## config.mk

```make
export PLATFORM = sky130hd
export DESIGN_NAME = mem_bus_arbiter
export DESIGN_NICKNAME = d
export VERILOG_FILES = /design/src/rtl/mem_arb_pkg.sv /design/src/rtl/arb_id_fifo.sv /design/src/rtl/mem_bus_arbiter.sv
export SDC_FILE = /design/constraint.sdc
export NUM_CORES = 1
export LEC_CHECK = 0
export CORE_AREA = 2 2 95 97
export CTS_BUF_LIST = sky130_fd_sc_hd__clkbuf_8
export CTS_CLUSTER_SIZE = 24
export DETAILED_ROUTE_END_ITERATION = 7
export DIE_AREA = 0 0 97 99
export PLACE_DENSITY = 0.7
export SYNTH_ARGS = -nofsm -noshare
export SYNTH_HDL_FRONTEND = slang
export SYNTH_SLANG_ARGS = --single-unit
```

## constraint.sdc

```tcl
create_clock -name clk -period 2.6 [get_ports clk]
set_clock_uncertainty 0.15 [all_clocks]
set_input_delay 0.52 -clock clk [delete_from_list [all_inputs] [get_ports clk]]
set_output_delay 0.52 -clock clk [all_outputs]
set_load 0.005 [all_outputs]
```

## src/rtl/mem_arb_pkg.sv

```systemverilog
// Shared types for the IF/MEM data-memory port arbiter.
package mem_arb_pkg;

  // Originator of a bus transaction, tracked in issue order.
  typedef enum logic {REQ_IF, REQ_MEM} req_id_t;

  // ARB_HOLD freezes the grant while the bus has not yet accepted it.
  typedef enum logic {ARB_IDLE, ARB_HOLD} arb_state_t;

endpackage

```

## src/rtl/arb_id_fifo.sv

```systemverilog
// In-order FIFO of requester IDs for transactions in flight on the bus.
module arb_id_fifo
  import mem_arb_pkg::*;
#(
  parameter int unsigned DEPTH = 2,
  parameter int unsigned CNT_W = $clog2(DEPTH + 1)
) (
  input  logic             clk,
  input  logic             rst_n,
  input  logic             push,
  input  req_id_t          push_id,
  input  logic             pop,
  output req_id_t          head_id,
  output logic [CNT_W-1:0] count
);

  localparam int unsigned PTR_W = (DEPTH > 1) ? $clog2(DEPTH) : 1;

  req_id_t          mem [DEPTH];
  logic [PTR_W-1:0] rd_ptr;
  logic [PTR_W-1:0] wr_ptr;

  function automatic logic [PTR_W-1:0] ptr_inc(input logic [PTR_W-1:0] p);
    return (p == PTR_W'(DEPTH - 1)) ? '0 : p + 1'b1;
  endfunction

  assign head_id = mem[rd_ptr];

  // Pointer, count and storage update; caller never pushes when full or pops when empty.
  always_ff @(posedge clk) begin
    if (!rst_n) begin
      rd_ptr <= '0;
      wr_ptr <= '0;
      count  <= '0;
      for (int unsigned i = 0; i < DEPTH; i++) begin
        mem[i] <= REQ_IF;
      end
    end else begin
      if (push) begin
        mem[wr_ptr] <= push_id;
        wr_ptr      <= ptr_inc(wr_ptr);
      end
      if (pop) begin
        rd_ptr <= ptr_inc(rd_ptr);
      end
      case ({push, pop})
        2'b10:   count <= count + 1'b1;
        2'b01:   count <= count - 1'b1;
        default: ;
      endcase
    end
  end

endmodule

```

## src/rtl/mem_bus_arbiter.sv

```systemverilog
// Arbitrates the single data-memory port between instruction fetch and the
// memory stage, tracks in-flight transactions and routes responses back.
module mem_bus_arbiter
  import mem_arb_pkg::*;
#(
  parameter int unsigned ADDR_WIDTH      = 32,
  parameter int unsigned DATA_WIDTH      = 32,
  parameter int unsigned MAX_OUTSTANDING = 2,
  parameter int unsigned STARVE_LIMIT    = 4
) (
  input  logic                  clk,
  input  logic                  rst_n,
  input  logic                  i_req,
  input  logic                  d_req,
  input  logic                  d_wr,
  input  logic [ADDR_WIDTH-1:0] i_addr,
  input  logic [ADDR_WIDTH-1:0] d_addr,
  input  logic [3:0]            d_wstrb,
  input  logic [DATA_WIDTH-1:0] d_wdata,
  output logic                  i_addr_ok,
  output logic                  d_addr_ok,
  output logic                  i_data_ok,
  output logic                  d_data_ok,
  output logic [DATA_WIDTH-1:0] rdata,
  output logic                  bus_req,
  output logic                  bus_wr,
  output logic [ADDR_WIDTH-1:0] bus_addr,
  output logic [3:0]            bus_wstrb,
  output logic [DATA_WIDTH-1:0] bus_wdata,
  input  logic                  bus_addr_ok,
  input  logic                  bus_data_ok,
  input  logic [DATA_WIDTH-1:0] bus_rdata,
  output logic                  protocol_err
);

  localparam int unsigned CNT_W = $clog2(MAX_OUTSTANDING + 1);
  localparam int unsigned STV_W = $clog2(STARVE_LIMIT + 1);

  arb_state_t       state_q, state_d;
  req_id_t          grant_q, grant_d;
  req_id_t          sel;
  req_id_t          head_id;
  logic [CNT_W-1:0] count;
  logic [STV_W-1:0] starve_q;
  logic             sel_req;
  logic             accept;
  logic             rsp_valid;

  arb_id_fifo #(
    .DEPTH (MAX_OUTSTANDING),
    .CNT_W (CNT_W)
  ) u_id_fifo (
    .clk     (clk),
    .rst_n   (rst_n),
    .push    (accept),
    .push_id (sel),
    .pop     (rsp_valid),
    .head_id (head_id),
    .count   (count)
  );

  // Grant selection, request forwarding, response routing and next state.
  // Bus fields are gated by bus_req so an idle port presents all zeros.
  always_comb begin
    sel = grant_q;
    if (state_q == ARB_IDLE) begin
      if (i_req && (starve_q == STV_W'(STARVE_LIMIT))) sel = REQ_IF;
      else if (d_req)                                 sel = REQ_MEM;
      else                                            sel = REQ_IF;
    end

    sel_req = (sel == REQ_MEM) ? d_req : i_req;
    bus_req = sel_req && (count < CNT_W'(MAX_OUTSTANDING));
    accept  = bus_req && bus_addr_ok;

    bus_wr    = 1'b0;
    bus_addr  = '0;
    bus_wstrb = '0;
    bus_wdata = '0;
    if (bus_req) begin
      if (sel == REQ_MEM) begin
        bus_wr    = d_wr;
        bus_addr  = d_addr;
        bus_wstrb = d_wstrb;
        bus_wdata = d_wdata;
      end else begin
        bus_addr  = i_addr;
      end
    end

    i_addr_ok = accept && (sel == REQ_IF);
    d_addr_ok = accept && (sel == REQ_MEM);

    rsp_valid = bus_data_ok && (count != '0);
    i_data_ok = rsp_valid && (head_id == REQ_IF);
    d_data_ok = rsp_valid && (head_id == REQ_MEM);
    rdata     = bus_rdata;

    state_d = state_q;
    grant_d = grant_q;
    case (state_q)
      ARB_IDLE: begin
        if (bus_req && !bus_addr_ok) begin
          state_d = ARB_HOLD;
          grant_d = sel;
        end
      end
      ARB_HOLD: begin
        if (accept) state_d = ARB_IDLE;
      end
      default: state_d = ARB_IDLE;
    endcase
  end

  // Arbitration state and frozen grant.
  always_ff @(posedge clk) begin
    if (!rst_n) begin
      state_q <= ARB_IDLE;
      grant_q <= REQ_IF;
    end else begin
      state_q <= state_d;
      grant_q <= grant_d;
    end
  end

  // Starve counter: counts data grants taken while fetch waits.
  always_ff @(posedge clk) begin
    if (!rst_n) begin
      starve_q <= '0;
    end else if (accept) begin
      if (sel == REQ_IF) begin
        starve_q <= '0;
      end else if (i_req && (starve_q != STV_W'(STARVE_LIMIT))) begin
        starve_q <= starve_q + 1'b1;
      end
    end
  end

  // Sticky flag for a response arriving with nothing outstanding.
  always_ff @(posedge clk) begin
    if (!rst_n) begin
      protocol_err <= 1'b0;
    end else if (bus_data_ok && (count == '0)) begin
      protocol_err <= 1'b1;
    end
  end

endmodule

```

==> flow_metrics.py <==
metrics = {
    "synth": {
        "synth_area_leader_cell": "nand2_1",
        "ys_seq_area_share_pct": 15.4,
        "synth.area.top_cells": "nand2_1 17%, dfxtp_1 15%, and2_1 15%",
        "synth_seq_cells": 13,
        "synth_warnings": 0,
        "avgSynthCellArea_sq_um": 6.35,
        "synth_top_area_share_pct": 16.6,
        "synth_cell_types": 35,
        "synth_area_sq_um": 1700,
        "syn_inst": 267,
        "syn_nets": 409,
    },
    "outcome": {
        "violations": "setup timing",
        "status": "finished, violations left",
    },
    "floorplanning": {
        "num_rows": 34,
        "dieArea_sq_um": 9600,
        "io_pins": 246,
        "die_w_um": 97,
        "die_h_um": 99,
        "coreArea_sq_um": 8550,
        "initial_core_util_pct": 19.8,
    },
    "routing": {
        "wl_per_cell_um": 15.4,
        "vias": 2329,
        "drt_iter0_drc": 33,
        "drc": 0,
        "dr.pass1.iters": 4,
        "wl_um": 8380,
        "ant_nets": 0,
        "drt-vias-per-instance": 4.28,
    },
    "final_layout": {
        "diodes": 0,
        "design_area_sq_um": 3660,
        "multiInputGateArea_sq_um": 1190,
        "seq_area_sq_um": 263,
        "layout_common_cells": "109 x clkdlybuf4s50_1, 75 x nand2_1, 32 x and2_1",
        "drive_above_1_share_pct": 30.5,
        "syn_to_final_growth_pct": 116,
        "nets": 579,
        "fillers": 930,
        "layout_commonest_cell": "clkdlybuf4s50_1",
        "fin_util_pct": 42.8,
    },
    "global_route": {
        "antenna_found_initial": 1,
        "grt_max_degree": 34,
        "grt_pass1_vias": 2384,
        "grt_first_pass_wirelength_um": 12500,
        "met3_usage_pct": 4.47,
        "overflow": 0,
        "top_usage_layer": "met2",
        "gr-usage-met2_pct": 29.1,
        "grtUsageMet1_pct": 17.8,
        "track_usage_pct": 15.8,
    },
    "timing": {
        "min_period_over_period_pct": 105,
        "rsz0062_at_grt": "yes",
        "fin_ws_ns": -0.137,
        "period_minus_slack_ns": 2.74,
        "finalMaxSlewViolations": 0,
        "holdWs_ns": 0.324,
        "setup_violations": 32,
        "hold_viol": 0,
        "slew_headroom_pct": 61.4,
        "max_freq_mhz": 365,
        "worst_pin_slew_ns": 0.578,
    },
    "placed_design": {
        "placed_area_sq_um": 3500,
        "numPortBuffers": 181,
        "dp_hpwl_um": 6230,
        "gp_congestion": 0.785,
        "place_ws_ns": -0.550,
    },
    "cts": {
        "cts_tree": "yes",
        "hold_buffers": 0,
        "clockBufferDepth": 2,
        "clk_pin_slew_ns": 0.06,
        "clock_latency_ns": 0.25,
        "cts.sinks": 13,
        "cts_buffers": 3,
        "htree_levels": 1,
        "root_buffer": "clkbuf_8",
    },
    "critical_path": {
        "crit_top_cell": "buf_6",
        "critical_path_required_ns": 1.93,
        "startpoint_type": "register",
        "critPathTopFamily": "buffers and inverters",
        "endpoint_kind": "output pin",
        "crit_chain": "inv_2 > ha_4 > and3_4 > o21a_4 > nor3_4 > buf_12 > buf_8 > buf_16 > buf_6 > and2_4 > buf_6",
        "path_class": "register to output pin",
        "cp_num_buf_inv": 6,
        "path_max_fanout": 5,
        "cp.arrival_ns": 2.07,
        "worst_path_max_delay_cell": "dfxtp_2",
        "slowest_delay_ns": 0.33,
    },
    "flow_run": {
        "maxCapViolCount": 0,
    },
    "power_and_ir_drop": {
        "leakage_uw": 0.00167,
        "ir_drop_mv": 0.320,
        "power.density_nw_per_um2": 515,
        "p_total_uw": 1880,
    },
    "hold_path": {
        "hold_path.class": "register to register",
    },
}
## through the flow
stage	setup TNS, ns	cells
global route	-6.11	544
global placement	-34.24	528
detailed placement	-36.16	528
floorplan	0	267
finish	-2.50	544
CTS	-2.94	544
## cells in the mapped netlist, drive strengths merged
cell type and count:
and3 1, or3 1, nand2b 2, nand3b 2, a22o 1, mux2i 4, dfxtp 13, buf 41
inv 5, o31ai 1, a211o 1, a32oi 1, o211a 1, o21ai 3, a211oi 1, ha 3
nand3 2, a21oi 34, nor2b 4, a21boi 2, and2 41, nor3 2, nand2 75, xnor2 3
o2bb2ai 1, a2111oi 1, clkbuf 8, nor2 10, o211ai 1, o21a 2
## tightest hold or removal path: stages, from the launching register on
cell and delay (ns):
dfxtp_1 0.31, nand2_1 0.05, mux2i_1 0.06
## final timing paths
| kind | startpoint | end | slack, ns | cells after the start |
|---|---|---|---|---|
| setup reg to reg | u_id_fifo.count[1] | u_id_fifo.count[1] | 0.45 | 7 |
| hold / removal | u_id_fifo.mem[0] | u_id_fifo.mem[0] | 0.32 | 2 |
| hold reg to reg | u_id_fifo.mem[0] | u_id_fifo.mem[0] | 0.32 | 2 |
| setup / recovery | starve_q[1] | bus_wdata[31] | -0.14 | 11 |
## area by class of cell
| type | instances | area share (%) |
|---|---|---|
| multi-input combinational | 200 | 32.5 |
| clock buffer | 3 | 1.13 |
| tap | 108 | 3.69 |
| inverter | 5 | 0.513 |
| timing repair buffer | 214 | 54.9 |
| clock inverter | 1 | 0.103 |
| sequential | 13 | 7.18 |
## routing by layer
metal / share of wire (%) / vias to the layer above / wire length [um]
met3: 7.0 / 15 / 583
met2: 52 / 110 / 4330
met5: 0.16 / - / 13
li1: - / 1171 / -
met1: 39 / 1031 / 3280
met4: 2.2 / 2 / 185
## timing repair
action                     CTS  global route
gates resized for setup    204            82
pin swaps                   13             9
buffers inserted             8             3
cloned                       4             1
setup endpoints to repair   73            59
## kinds of logic (layout without fill, tap and decap cells)
| kind of cell | after synthesis | after routing | synth area share [%] |
|---|---|---|---|
| AOI/OAI and AO/OA | 50 | 50 | 17.3 |
| xor gates and xnor gates | 3 | 3 | 1.55 |
| adders and majority gates | 3 | 3 | 2.21 |
| buffers and inverters | 54 | 223 | 21.2 |
| DFF | 13 | 13 | 15.4 |
| muxes | 4 | 4 | 2.36 |
| and+or+nand+nor | 140 | 140 | 40.1 |
## report_power, final
part / internal (uW) / switching (uW) / total, uW
registers: 240 / 34.0 / 274
clock network: 104 / 75.1 / 180
logic: 842 / 589 / 1430
total: 1190 / 698 / 1880
(Power assumes the default switching activity.)
